$ cat src/rtl/timepulse_sequencer.sv
`default_nettype none
// ---------------------------------------------------------------------------
// timepulse_sequencer : T01..Tn time-pulse ring, memory-cycle counter and
// halt/single-step control through the timer STOP line.   Rev 1.0
// ---------------------------------------------------------------------------
module timepulse_sequencer #(
  parameter int NSTAGES  = 12,
  parameter int CNT_W    = 16,
  parameter int STEP_LEN = 1
) (
  input  logic               CLOCK,
  input  logic               SIM_RST,
  input  logic               TPTICK,
  input  logic               HALT_REQ,
  input  logic               STEP_REQ,
  output logic [NSTAGES-1:0] TPULSE,
  output logic               EOC,
  output logic [CNT_W-1:0]   MCT_CNT,
  output logic               STOP,
  output logic               STEP_ACK,
  output logic [1:0]         STATE
);

  typedef enum logic [1:0] {
    RUN       = 2'd0,
    HALT_PEND = 2'd1,
    HALTED    = 2'd2,
    STEP      = 2'd3
  } state_t;

  localparam int                SC_W      = (STEP_LEN < 2) ? 1 : $clog2(STEP_LEN + 1);
  localparam logic [NSTAGES-1:0] T01      = NSTAGES'(1);
  localparam logic [SC_W-1:0]   STEP_LOAD = SC_W'(STEP_LEN);

  state_t          state;
  logic            step_prev;
  logic [SC_W-1:0] step_cnt;
  logic            step_edge;
  logic            advance;
  logic            wrap;

  assign step_edge = STEP_REQ & ~step_prev;
  assign advance   = TPTICK && (state != HALTED);
  // A wrap is the advance out of the last stage, i.e. a memory-cycle boundary.
  assign wrap      = advance && TPULSE[NSTAGES-1];
  assign STATE     = state;

  always_ff @(posedge CLOCK or negedge SIM_RST) begin
    if (!SIM_RST) begin
      state     <= RUN;
      TPULSE    <= T01;
      EOC       <= 1'b0;
      MCT_CNT   <= '0;
      STOP      <= 1'b0;
      STEP_ACK  <= 1'b0;
      step_prev <= 1'b0;
      step_cnt  <= '0;
    end else begin
      EOC       <= 1'b0;
      STEP_ACK  <= 1'b0;
      step_prev <= STEP_REQ;

      if (advance) begin
        TPULSE <= {TPULSE[NSTAGES-2:0], TPULSE[NSTAGES-1]};
      end
      if (wrap) begin
        EOC     <= 1'b1;
        MCT_CNT <= MCT_CNT + CNT_W'(1);
      end

      case (state)
        RUN: begin
          if (HALT_REQ) begin
            if (wrap) begin
              state <= HALTED;
              STOP  <= 1'b1;
            end else begin
              state <= HALT_PEND;
            end
          end
        end
        HALT_PEND: begin
          if (!HALT_REQ) begin
            state <= RUN;
          end else if (wrap) begin
            state <= HALTED;
            STOP  <= 1'b1;
          end
        end
        HALTED: begin
          // Dropping the halt wins over a coincident step request.
          if (!HALT_REQ) begin
            state <= RUN;
            STOP  <= 1'b0;
          end else if (step_edge) begin
            state    <= STEP;
            STOP     <= 1'b0;
            step_cnt <= STEP_LOAD;
          end
        end
        STEP: begin
          if (wrap) begin
            step_cnt <= step_cnt - SC_W'(1);
            if (step_cnt == SC_W'(1)) begin
              state    <= HALTED;
              STOP     <= 1'b1;
              STEP_ACK <= 1'b1;
            end
          end
        end
      endcase
    end
  end

endmodule
`default_nettype wire

$ cat config.mk
export PLATFORM = sky130hd
export DESIGN_NAME = timepulse_sequencer
export DESIGN_NICKNAME = d
export VERILOG_FILES = /design/src/rtl/timepulse_sequencer.sv
export SDC_FILE = /design/constraint.sdc
export NUM_CORES = 1
export LEC_CHECK = 0
export ABC_AREA = 1
export CORE_MARGIN = 8
export CORE_UTILIZATION = 35
export CTS_CLUSTER_SIZE = 28
export DETAILED_ROUTE_END_ITERATION = 6
export PLACE_DENSITY = 0.62
export SETUP_SLACK_MARGIN = 0.4
export SYNTH_ARGS = -nofsm -noshare
export SYNTH_HDL_FRONTEND = slang
export SYNTH_SLANG_ARGS = --single-unit
$ cat constraint.sdc
create_clock -name CLOCK -period 1.93 [get_ports CLOCK]
set_input_delay 0.193 -clock CLOCK [delete_from_list [all_inputs] [get_ports CLOCK]]
set_output_delay 0.193 -clock CLOCK [all_outputs]
set_load 0.01 [all_outputs]
==> metrics.md <==
| Metric | Value |
|---|---|
| CTS tree | `done` |
| Initial Utilization | `35.9%` |
| Area share of fa/ha/maj cells after synthesis | `0.749%` |
| Rel. slew slack | `just over 70%` |
| Hpwl dp | `around 2600 um` |
| Synth Area in Compound Gates | `between 3 and 4%` |
| Most frequent cells in the layout | `77 x nand2_1, 36 x clkdlybuf4s50_1, 27 x dfrtp_1, 20 x nor2_1, 19 x inv_1` |
| # DRC | `0` |
| Simple-Gate Fraction of Synth Area | `around 32%` |
| GRT overflow | `0` |
| Clk slew on worst S/H paths | `70 ps` |
| Most common cell after layout, fill and taps aside | `nand2_1` |
| Die area | `0.00724 mm2` |
| Final Net Count | `between 200 and 300` |
| Ys async rst share | `between 90% and 100%` |
| ANT nets after route | `0` |
| # setup viols final | `0` |
| Post-synthesis xor/xnor area fraction | `4.72%` |
| H-tree depth | `2` |
| Seq/Total Area, Yosys | `a little over half` |
| HP Class | `input pin to async pin` |
| Antenna violations before repair | `0` |
| Crit path largest cell delay | `approximately 560 ps` |
| Die Wd | `85.1 um` |
| Die Y | `~85 um` |
| Largest family of logic cells by synthesized area | `simple AND/OR/NAND/NOR gates` |
| Synth Net Count | `~210` |
| PortBufs | `37` |
| Minimum clock period | `approximately 1500 ps` |
| RR Startpoint | `STATE[0]` |
| Hold_ws | `304 ps` |
| Routed vias | `between 1000 and 1500` |
| Final Cycle Share | `approximately three quarters` |
| Number of I/O pins | `38` |
| Initial DRC count | `53` |
| Largest net degree at the start of global routing | `36` |
| Endpoints failing hold | `0` |
| Worst path required time | `1740 ps` |
| Area leader, netlist | `dfrtp_1` |
| First-pass GRT wire length | `between 6000 and 7000 um` |
| Post-synthesis cell type count | `25` |
| Worst setup EP type | `output port` |
| Row Count | `25` |
| Final Util | `48.9%` |
| Critical Path AT | `~1300 ps` |
| Max FO, Critical Path | `5` |
| Clk_skew | `between 6 and 7 ps` |
| Post-Syn Area | `approximately 0.0017 mm2` |
| FMAX | `around 680 MHz` |
| VDD IR max | `roughly 0.00056 V` |
| Measured slew at the worst slew-check pin | `around 430 ps` |
| Mux cell area share after synthesis | `0%` |
| Bufs and invs on worst path | `1` |
| FILL cells | `about 440` |
| Synth top area share | `about half` |
| Synth Warn # | `0` |
| Mapped Cells | `~200` |
| Pwr dens | `between 1000 and 1500 mW/mm2` |
| Layout cells sized above 1 | `12.4%` |
| Worst setup path category | `flip-flop to output port` |
| ANT cells | `0` |
| Post-synth EDFFs | `0` |
| Hold_buf cts | `0` |
| Inst Count DP | `a little under 300` |
| Avg Cell Area, Syn | `8.28 um2` |
| Vias in the first global route | `1401` |
| Synth top area cells | `dfrtp_1 51%, nand2_1 17%, nor2_1 4.5%` |
| Unrepaired setup endpoints after global routing | `no` |
| Core Area | `between 0.004 and 0.005 mm2` |
| Most used DFF post-synth | `dfrtp_1` |
| Worst skew pair latency | `290 ps` |
| Final Wtd Congestion | `approximately 0.75` |
| Crit-path cells | `clkdlybuf4s50_1` |
| Register-to-register setup slack | `550 ps` |
| Slew Viols, Final | `0` |
| Total Routing Usage GR | `around a tenth` |
| Clock sinks | `35` |
| Area grow syn2layout | `36.2%` |
| CTS buffer count | `5` |
| Area taken by multi-input logic gates | `slightly below 700 um2` |
| Status | `finished, final reports clean` |
| Number of synthesized register bits | `35` |
| WL final | `3580 um` |
| Worst path top cell family by delay | `buffers and inverters` |
| Number of max-cap violations | `0` |
| Reg area | `886 um2` |
| Worst r2r path cells | `7` |
| Tot Pwr | `approximately 2.8 mW` |
| R2R Path End | `MCT_CNT[12]` |
| Slowest cell on crit path | `clkdlybuf4s50_1` |
| Clock root buffer | `clkbuf_8` |
| Pre-antenna DRT Iters | `4` |
| Vias per cell | `~4.7` |
| Setup tns final | `0 ps` |
| Post-Layout Cell Count | `304` |
| Leakage power | `around 1.1 nW` |
| Drt wl/cell | `around 12 um` |
| Clock tree buffer depth | `2` |
| Worst setup SP type | `flip-flop` |
[logic make-up after synthesis]
group,Yosys count
buffers and inverters,24
AO/OA/AOI/OAI,12
adder cells (fa/ha/maj),1
AND/OR/NAND/NOR,121
flip-flops,35
XOR/XNOR,9
[how the worst max path moves through the flow]
stage                from           to  slack [ps]  depth (start not counted)
6_report       MCT_CNT[1]   MCT_CNT[1]         470                          1
4_1_cts        TPULSE[11]   TPULSE[11]         400                          1
3_5_place_dp       TPTICK  MCT_CNT[12]         300                          6
3_3_place_gp       TPTICK  MCT_CNT[12]         340                          6
5_1_grt        MCT_CNT[1]   MCT_CNT[1]         400                          1
2_1_floorplan    STATE[0]  MCT_CNT[12]         690                          7
[registers in the layout, summed over array words and instances (netlist names)]
signal / count
MCT_CNT: 16
TPULSE: 12
STATE: 2
EOC: 1
STEP_ACK: 1
STOP: 1
step_cnt: 1
step_prev: 1
[power by group]
part	internal (mW)	switching [mW]
Sequential	0.919	0.167
Clock	0.515	0.271
Combinational	0.457	0.473
[repair_timing]
item	CTS	global route
buffers inserted	0	4
gates resized for setup	2	6
setup endpoints to repair	2	10
[area by class of cell]
cell class,instances,share of cell area (%)
sequential,35,38.9
multi-input combinational,143,30.4
timing repair buffer,43,18.2
inverter,21,3.52
clock buffer,5,3.02
clock inverter,3,2.97
tap,54,2.97
[routing by layer]
metal	part of all wire, %	vias up	track usage (%)
li1	-	721	-
met1	44	653	11.5
met2	47	35	17.4
met3	7.1	8	3.96
met4	1.8	0	5.34
met5	0	-	0
[cell usage after synthesis, drive strengths merged, types with 3 or more instances]
cell	instances
nand2	80
nand3	8
dfrtp	34
xor2	6
nor2	22
buf	3
nand4	6
nor3	4
a21oi	3
xnor2	3
o21ai	8
inv	20
[per-stage QoR]
stage | worst slack [ps] | area (um2)
floorplan | 687 | 1670
global placement | 342 | 2100
detailed placement | 304 | 2100
CTS | 404 | 2240
global route | 404 | 2280
finish | 468 | 2280
Power figures use the tool's default switching activity.
